`src/rtl/uart_pkg.sv`:
```
// Shared UART definitions: transmitter state encoding, parity field layout and divisor width.
package uart_pkg;

  localparam int unsigned DIV_W    = 32;
  localparam int unsigned PAR_EN   = 0;
  localparam int unsigned PAR_EVEN = 1;

  typedef enum logic [2:0] {
    StIdle   = 3'd0,
    StStart  = 3'd1,
    StData   = 3'd2,
    StParity = 3'd3,
    StStop1  = 3'd4,
    StStop2  = 3'd5
  } uart_state_e;

  // A divisor of zero behaves as one cycle per bit.
  function automatic logic [DIV_W-1:0] eff_div(input logic [DIV_W-1:0] div);
    return (div == '0) ? DIV_W'(1) : div;
  endfunction

endpackage

```
`src/rtl/uart_baud_gen.sv`:
```
// Bit-period counter: counts 0..div-1 and emits a one-cycle tick on the terminal count.
module uart_baud_gen
  import uart_pkg::*;
(
  input  logic             clk,
  input  logic             rst,
  input  logic             restart,
  input  logic [DIV_W-1:0] div,
  output logic             tick
);

  logic [DIV_W-1:0] cnt_q, cnt_d;
  logic [DIV_W-1:0] div_m1;

  assign div_m1 = eff_div(div) - DIV_W'(1);
  assign tick   = !restart && (cnt_q == div_m1);

  always_comb begin
    cnt_d = cnt_q + DIV_W'(1);
    if (restart || tick) begin
      cnt_d = '0;
    end
  end

  always_ff @(posedge clk or posedge rst) begin
    if (rst) begin
      cnt_q <= '0;
    end else begin
      cnt_q <= cnt_d;
    end
  end

endmodule

```
`src/rtl/uart_tx.sv`:
```
// UART transmitter with holding register and shifter. Break masking of TXD is built only when
// UART_TX_BREAK_EN is defined; otherwise break_en is ignored.
module uart_tx
  import uart_pkg::*;
(
  input  logic             CLK50M,
  input  logic             RST,
  input  logic [7:0]       tx_data_in,
  input  logic             tx_load,
  input  logic [1:0]       parity,
  input  logic             eight_data_bits,
  input  logic             extra_stop_bit,
  input  logic             break_en,
  input  logic [DIV_W-1:0] clk_div_baud_in,
  output logic             TXD,
  output logic             tx_rdy,
  output logic             tx_empty,
  output logic             tx_overrun
);

  uart_state_e      state_q, state_d;
  logic [7:0]       hold_q, hold_d;
  logic             hold_valid_q, hold_valid_d;
  logic [7:0]       shift_q, shift_d;
  logic [2:0]       bit_cnt_q, bit_cnt_d;
  logic             par_bit_q, par_bit_d;
  logic             par_en_q, par_en_d;
  logic             eight_q, eight_d;
  logic             two_stop_q, two_stop_d;
  logic [DIV_W-1:0] div_q, div_d;
  logic             txd_q, txd_d;
  logic             busy_q;
  logic             overrun_q;

  logic             tick;
  logic             restart;
  logic             transfer;
  logic             frame_bit;
  logic [7:0]       hold_masked;

  assign restart     = (state_q == StIdle);
  assign hold_masked = {eight_data_bits & hold_q[7], hold_q[6:0]};

  uart_baud_gen u_baud_gen (
    .clk     (CLK50M),
    .rst     (RST),
    .restart (restart),
    .div     (div_q),
    .tick    (tick)
  );

  always_comb begin
    state_d      = state_q;
    hold_d       = hold_q;
    hold_valid_d = hold_valid_q;
    shift_d      = shift_q;
    bit_cnt_d    = bit_cnt_q;
    par_bit_d    = par_bit_q;
    par_en_d     = par_en_q;
    eight_d      = eight_q;
    two_stop_d   = two_stop_q;
    div_d        = div_q;
    transfer     = 1'b0;

    // A load while the holding register is full is dropped (and flagged as overrun).
    if (tx_load && !hold_valid_q) begin
      hold_d       = tx_data_in;
      hold_valid_d = 1'b1;
    end

    unique case (state_q)
      StIdle: begin
        if (hold_valid_q) begin
          transfer = 1'b1;
        end
      end
      StStart: begin
        if (tick) begin
          state_d   = StData;
          bit_cnt_d = 3'd0;
        end
      end
      StData: begin
        if (tick) begin
          if (bit_cnt_q == (eight_q ? 3'd7 : 3'd6)) begin
            state_d = par_en_q ? StParity : StStop1;
          end else begin
            shift_d   = shift_q >> 1;
            bit_cnt_d = bit_cnt_q + 3'd1;
          end
        end
      end
      StParity: begin
        if (tick) begin
          state_d = StStop1;
        end
      end
      StStop1: begin
        if (tick) begin
          if (two_stop_q) begin
            state_d = StStop2;
          end else if (hold_valid_q) begin
            transfer = 1'b1;
          end else begin
            state_d = StIdle;
          end
        end
      end
      StStop2: begin
        if (tick) begin
          if (hold_valid_q) begin
            transfer = 1'b1;
          end else begin
            state_d = StIdle;
          end
        end
      end
      default: state_d = StIdle;
    endcase

    // Format and divisor are frozen here for the whole frame.
    if (transfer) begin
      state_d      = StStart;
      hold_valid_d = 1'b0;
      shift_d      = hold_masked;
      bit_cnt_d    = 3'd0;
      par_en_d     = parity[PAR_EN];
      par_bit_d    = (^hold_masked) ^ ~parity[PAR_EVEN];
      eight_d      = eight_data_bits;
      two_stop_d   = extra_stop_bit;
      div_d        = clk_div_baud_in;
    end
  end

  always_comb begin
    frame_bit = 1'b1;
    unique case (state_q)
      StStart:  frame_bit = 1'b0;
      StData:   frame_bit = shift_q[0];
      StParity: frame_bit = par_bit_q;
      default:  frame_bit = 1'b1;
    endcase
  end

`ifdef UART_TX_BREAK_EN
  assign txd_d = break_en ? 1'b0 : frame_bit;
`else
  logic unused_break_en;
  assign unused_break_en = break_en;
  assign txd_d = frame_bit;
`endif

  always_ff @(posedge CLK50M or posedge RST) begin
    if (RST) begin
      state_q      <= StIdle;
      hold_q       <= '0;
      hold_valid_q <= 1'b0;
      shift_q      <= '0;
      bit_cnt_q    <= '0;
      par_bit_q    <= 1'b0;
      par_en_q     <= 1'b0;
      eight_q      <= 1'b0;
      two_stop_q   <= 1'b0;
      div_q        <= '0;
      txd_q        <= 1'b1;
      busy_q       <= 1'b0;
      overrun_q    <= 1'b0;
    end else begin
      state_q      <= state_d;
      hold_q       <= hold_d;
      hold_valid_q <= hold_valid_d;
      shift_q      <= shift_d;
      bit_cnt_q    <= bit_cnt_d;
      par_bit_q    <= par_bit_d;
      par_en_q     <= par_en_d;
      eight_q      <= eight_d;
      two_stop_q   <= two_stop_d;
      div_q        <= div_d;
      txd_q        <= txd_d;
      busy_q       <= (state_q != StIdle);
      overrun_q    <= tx_load && hold_valid_q;
    end
  end

  // busy_q tracks the one-cycle lag of the registered pin so tx_empty waits for the last stop bit.
  assign TXD        = txd_q;
  assign tx_rdy     = !hold_valid_q;
  assign tx_empty   = !hold_valid_q && (state_q == StIdle) && !busy_q;
  assign tx_overrun = overrun_q;

endmodule

```
`config.mk`:
```
export PLATFORM = sky130hd
export DESIGN_NAME = uart_tx
export DESIGN_NICKNAME = d
export VERILOG_FILES = /design/src/rtl/uart_pkg.sv /design/src/rtl/uart_baud_gen.sv /design/src/rtl/uart_tx.sv
export SDC_FILE = /design/constraint.sdc
export NUM_CORES = 1
export LEC_CHECK = 0
export CAP_MARGIN = 0
export CORE_AREA = 4 4 104 106
export DETAILED_ROUTE_END_ITERATION = 6
export DIE_AREA = 0 0 108 110
export GPL_TIMING_DRIVEN = 0
export PLACE_DENSITY = 0.79
export SETUP_SLACK_MARGIN = 0.3
export SLEW_MARGIN = 20
export SYNTH_ARGS = -nofsm -noshare
export SYNTH_HDL_FRONTEND = slang
export SYNTH_SLANG_ARGS = --single-unit
```
`constraint.sdc`:
```
create_clock -name CLK50M -period 5.56 [get_ports CLK50M]
set_input_delay 0.834 -clock CLK50M [delete_from_list [all_inputs] [get_ports CLK50M]]
set_output_delay 0.834 -clock CLK50M [all_outputs]
set_load 0.05 [all_outputs]
```
# Yosys cells after proc, flatten, opt, wreduce, memory -nomap -nowiden
# Index checks and enable logic that the tools add are counted.
# W data, S select, Z words.
# word_totals
ff_bits	94
inputBits	48
out_inout_bits	4
# op_classes
n_eq_ne	16
reduce_logical	20
n_mux	31
add_sub_neg	3
bitwise	3
# ops
cell	n
$mux W32	2
$mux W3	14
$add A32 B1 Y32 const B	1
$eq A32 B32 Y1	1
$logic_not A32 Y1	1
$mux W8	4
$sub A32 B1 Y32 const B	1
$pmux W3 S6	1
$ne A3 B2 Y1 const B	5
$reduce_xor A8 Y1	1
$mux W1	7
$reduce_and A7 Y1	1
$eq A3 B2 Y1 const B	2
$eq A3 B3 Y1 const B	2
$ne A3 B3 Y1 const B	2
$pmux W1 S3	2
$pmux W3 S2	1
$reduce_bool A2 Y1	3
$reduce_bool A3 Y1	2
$logic_and A1 B1 Y1	5
$ne A2 B2 Y1 const B	2
$reduce_and A4 Y1	1
$add A3 B1 Y3 const B	1
$eq A3 B1 Y1 const B	1
other kinds (8)	10

# Longest topological paths before layout
# logic_depth
depth_word	9
depth_mapped	20
depth_no_buf	15

# Modules after synthesis
# From an unflattened synthesis, not the netlist that was laid out.
# hier_totals
cells_unflattened	535
hier_area_um2	5420.2
# by_module_without_submodules
module	area_each_um2	cells_each	instances
uart_baud_gen	2777.7	338	1
uart_tx	2642.5	197	1

# Least setup slack after synthesis
# No wires, ideal clock.
# synth_path
kind	register to register
start	register div_q[6]
end	register shift_q[6]
required_ns	5.432
setup_time_ns	0.128
path_buffers	3
path_slack_ns	1.275
synth_period_minus_slack_ns	4.285
path_stages_with_launch	19
t_arrival_ns	4.158
path_cell_list	dfrtp_1 > buf_6 > or4_4 > nor4_4 > and4_1 > buf_4 > nor2_1 > ha_1 > xor2_1 > nand2_1 > a2111oi_0 > nand4_1 > nor4_1 > and4_1 > and4_1 > nand2b_1 > buf_2 > o21ai_2 > mux2_1
# synth_between
elab_chain_len	9
word_cells_on_any_way	13
cone_classes	add/sub: 1; eq/ne: 2; mux: 5; reduce/logical: 5
# synth_rtl
item	line	text
start, declared	uart_tx.sv:30	logic [DIV_W-1:0] div_q, div_d;
start signal, assigned	uart_tx.sv:178	div_q <= div_d;
$logic_not A32 Y1	uart_pkg.sv:19	return (div == '0) ? DIV_W'(1) : div;
$mux W32 (*)	uart_pkg.sv:19	
$sub A32 B1 Y32 (*)	uart_baud_gen.sv:15	assign div_m1 = eff_div(div) - DIV_W'(1);
$eq A32 B32 Y1 (*)	uart_baud_gen.sv:16	assign tick = !restart && (cnt_q == div_m1);
$logic_and A1 B1 Y1 (*)	uart_baud_gen.sv:16	
$mux W1 (on tied branches)	uart_tx.sv:110, uart_tx.sv:99	
$pmux W1 S3	uart_tx.sv:71	unique case (state_q)
$ne A2 B2 Y1 (no line) or $reduce_bool A2 Y1 (tied branches)	n/a	
$reduce_and A3 Y1 (no line)	n/a	
end signal, assigned	uart_tx.sv:172	shift_q <= shift_d;
end, declared	uart_tx.sv:24	logic [7:0] shift_q, shift_d;
# Mark *: on every way between the ends. The rest lies on a longest branch, timed or not.
# A chain may end at the register's enable or synchronous reset.

# Worst setup path after layout
# layout_path
start	register div_q[12]
end	register shift_q[6]
# The elaborated chain is that of the path after synthesis.

==> reports/qor.tcl <==
set qor(viasPerCell) 5.89
set qor(worst_path_clk_slew_ns) 0.10
set qor(power.switching_mw) 1.21
set qor(synthXorXnorAreaFrac) 0.108
set qor(post-route-min-period_ns) 4.94
set qor(endpoint) {shift_q[6]}
set qor(synth_ff_type) {sky130_fd_sc_hd__dfrtp_1}
set qor(setup.worst_path.end_class) {flip-flop}
set qor(final_max_slew_viol_count) 0
set qor(post_synth_num_cell_types) 66
set qor(synth_sequential_area_ratio) 0.421
set qor(detail_route.wl_per_cell_um) 16.8
set qor(cts_buffer_depth) 2
set qor(share_clk_of_total_power) 0.149
set qor(worstReg2RegStart) {div_q[12]}
set qor(die_width_um) 108
set qor(post-dp-hpwl_um) 9370
set qor(skew_ns) 0.0192
set qor(post_route_cells_drive_above_1_share) 0.180
set qor(synthToLayoutAreaGrowth_pct) 16.9
set qor(synth-adder-area-share) 0.00672
set qor(startpoint) {div_q[12]}
set qor(worst_slew_margin_rel) 0.353
set qor(design.core.area_um2) 9770
set qor(cp.arrival_ns) 5.21
set qor(die_boundary_height_um) 110
set qor(first_global_vias) 4319
set qor(path_buf_inv) 5
set qor(initial_antenna_violation_count) 0
set qor(critical_path.max_stage_delay_ns) 0.51
set qor(async_set_or_reset_register_ratio_after_synthesis) 1.00
set qor(cap_viol_max_count) 0
set qor(detailroute.via_count) 4480
set qor(number_of_failing_setup_endpoints_in_the_final_timing_report) 0
set qor(fin_setup_tns_ns) 0
set qor(worstSetupStartpointType) {flip-flop}
set qor(cell_internal_power_dissipation_mw) 1.75
set qor(drt_first_pass_iters) 5
set qor(p_per_area_nw_per_um2) 454
set qor(p_comb_frac) 0.463
set qor(crit_path_top_delay_cell) {sky130_fd_sc_hd__or4_1}
set qor(insertion_delay_ns) 0.38
set qor(maximum_ir_drop_on_the_vdd_rail_v) 0.000205
set qor(period_share) 0.888
set qor(top_level_ports) 52
set qor(worst_slew_pin_slew_ns) 0.962
set qor(synth-compound-area-share) 0.0885
set qor(clock_tree.htree_level_count) 3
set qor(path_depth) 19
set qor(place.port_buffers) 50
set qor(detail_route.drc_violations) 0
set qor(rsz0062_at_grt) {no}
set qor(syn-num-nets) 606
set qor(worstPathCellList) {or4_1 -> buf_2 -> nor4_4 -> and4_1 -> buf_4 -> nor2_1 -> ha_1 -> clkbuf_1 -> nand4_1 -> buf_4 -> nor4_1 -> xnor2_1 -> nor4_1 -> and4_1 -> and4_2 -> nand2b_1 -> buf_2 -> o21ai_2 -> mux2_1}
set qor(leakage_nw) 2.60
set qor(global_route_wire_length_before_repair_um) 20900
set qor(design.die.area_um2) 11900
set qor(yosysWarningCount) 0
set qor(start_util) 0.571
set qor(routed_wirelength_um) 12800
set qor(ant_nets) 0
set qor(grt.total_usage) 0.224
set qor(reg2reg_depth) 19
set qor(nNetsFinal) 673
set qor(cts-buffers-inserted) 9
set qor(path_max_fanout) 10
set qor(yosysTopAreaCellShare) 0.417
set qor(synth_cells) 555
set qor(outcome) {finished clean}
set qor(largest_family_of_logic_cells_by_synthesized_area) {simple AND/OR/NAND/NOR gates}
set qor(synthMuxAreaShare) 0.128
set qor(synth.top_cells.by_count) {sky130_fd_sc_hd__dfrtp_1, sky130_fd_sc_hd__nor2_1, sky130_fd_sc_hd__mux2_2, sky130_fd_sc_hd__xnor2_1, sky130_fd_sc_hd__nand2_1}
set qor(postLayoutCellArea_um2) 6530
set qor(synth.area.top_cells) {sky130_fd_sc_hd__dfrtp_1, sky130_fd_sc_hd__mux2_2, sky130_fd_sc_hd__xnor2_1, sky130_fd_sc_hd__xor2_1, sky130_fd_sc_hd__nor2_1}
set qor(sequential_share_of_power) 0.388
set qor(clkSinkCount) 94
set qor(cts.root.buffer_cell) {sky130_fd_sc_hd__clkbuf_8}
set qor(netlist.top_cell.by_area) {sky130_fd_sc_hd__dfrtp_1}
set qor(grt_start_max_net_pins) 53
set qor(crit_type) {reg2reg}
set qor(power.switching_fraction) 0.409
set qor(critical_path.reg2reg.endpoint) {shift_q[6]}
set qor(worst_ep_required_time_ns) 5.83
set qor(post_synth.cell_area_avg_um2) 10.1
set qor(timing.critical_path.max_delay_family) {simple AND/OR/NAND/NOR gates}
set qor(synth_simple_gate_area_frac) 0.212
set qor(antenna-diode-count) 0
set qor(placement.cell_area_um2) 6280
set qor(tritoncts) {done}
set qor(detailedRoute.firstIterationViolations) 256
set qor(yosysMostFrequentCell) {sky130_fd_sc_hd__dfrtp_1}
set qor(worstHoldPathType) {reg2reg}
set qor(reg_to_reg_setup_timing_slack_ns) 0.62
set qor(post_synthesis_instance_area_um2) 5580
set qor(num_rows) 36
set qor(number_of_synthesized_register_bits) 94
set qor(timing_hold_violations_final) 0
set qor(achievable-frequency_mhz) 202
set qor(place.gp.congestion) 0.904
set qor(global_route.overflow_total) 0
set qor(synth_enable_flop_cells) 0
## repair_timing
item                                    4_1_cts  5_1_grt
gates resized for setup                       0       11
setup buffers                                 0        5
hold buffers                                  0        0
endpoints found under the setup margin        0       71
## through the flow
step / worst slack (ns) / total power, mW / hold WS (ns) / util / cells
after floorplan: 1.27 / 2.15 / 0.445 / - / 555
after global placement: 0.632 / 2.44 / 0.463 / 0.640 / 738
after detailed placement: 0.509 / 2.51 / 0.469 / 0.643 / 739
after CTS: 0.482 / 2.95 / 0.500 / 0.662 / 755
after global routing: 0.300 / 3.15 / 0.539 / 0.668 / 760
final: 0.621 / 2.97 / 0.500 / 0.668 / 760
## final cells by class
class	instances	area [µm²]
fillers	822	3250
multi-input cells	417	3060
flip-flops and latches	94	2350
repair buffers	56	566
well taps	133	166
plain buffers	28	136
clock buffers	9	124
clock inverters	7	62.6
inverters	16	62.6
## how the worst min path moves through the flow
stage / start / to / slack, ns / cells past startpoint
floorplan: par_bit_q / par_bit_q / 0.44 / 2
global placement: par_bit_q / par_bit_q / 0.46 / 2
detailed placement: shift_q[7] / shift_q[7] / 0.47 / 1
CTS: shift_q[7] / shift_q[7] / 0.50 / 1
global route: two_stop_q / two_stop_q / 0.54 / 1
finish: shift_q[7] / shift_q[7] / 0.50 / 1
## flip-flops by register name, indices dropped and copies added, names as in the netlist, 3 cells and up
register and cells:
u_baud_gen.cnt_q 32, shift_q 8, state_q 3, hold_q 8
bit_cnt_q 3, div_q 32
## logic make-up (layout without fill, tap and decap cells)
logic type	count (synthesis)	in the layout
AND/OR/NAND/NOR	215	215
XOR/XNOR	69	69
AO/OA/AOI/OAI	68	68
flip-flops	94	94
buffers and inverters	44	116
multiplexers	62	62
adder cells (fa/ha/maj)	3	3
## metal layers
metal / GRT usage / vias up / routed length [µm]
met5: 0 / - / 0
met2: 0.358 / 148 / 6040
li1: - / 2117 / -
met4: 0.0884 / 0 / 247
met1: 0.313 / 2197 / 5730
met3: 0.0280 / 18 / 731
## cells in the final DEF, fill, tap and decap left out, drive strengths merged, types with 4 or more instances in the layout
| master | synthesis | final |
|---|---|---|
| and4 | 4 | 4 |
| a21o | 4 | 4 |
| xnor2 | 39 | 39 |
| mux2 | 59 | 59 |
| nand3 | 18 | 18 |
| nor4 | 13 | 13 |
| nand4 | 14 | 14 |
| xor2 | 30 | 30 |
| o21ai | 12 | 12 |
| clkbuf | 16 | 26 |
| clkdlybuf4s50 | 0 | 50 |
| o31ai | 6 | 6 |
| o211ai | 7 | 7 |
| dfrtp | 93 | 93 |
| nor3 | 14 | 14 |
| a31oi | 5 | 5 |
| a21oi | 6 | 6 |
| and2 | 7 | 7 |
| nand2 | 33 | 33 |
| inv | 16 | 20 |
| or4 | 10 | 10 |
| nand2b | 4 | 4 |
| nor2 | 59 | 59 |
| and3 | 11 | 11 |
| a211oi | 4 | 4 |
| or3 | 7 | 7 |
| nor2b | 10 | 10 |
| buf | 12 | 17 |
## power groups by stage
stage	clock network (mW)	logic, mW	registers, mW
finish	0.442	1.37	1.15
global route	0.475	1.49	1.18
detailed placement	0	1.34	1.16
global placement	0	1.30	1.15
CTS	0.448	1.35	1.15
floorplan	0	1.05	1.10
Power figures use the tool's default switching activity.
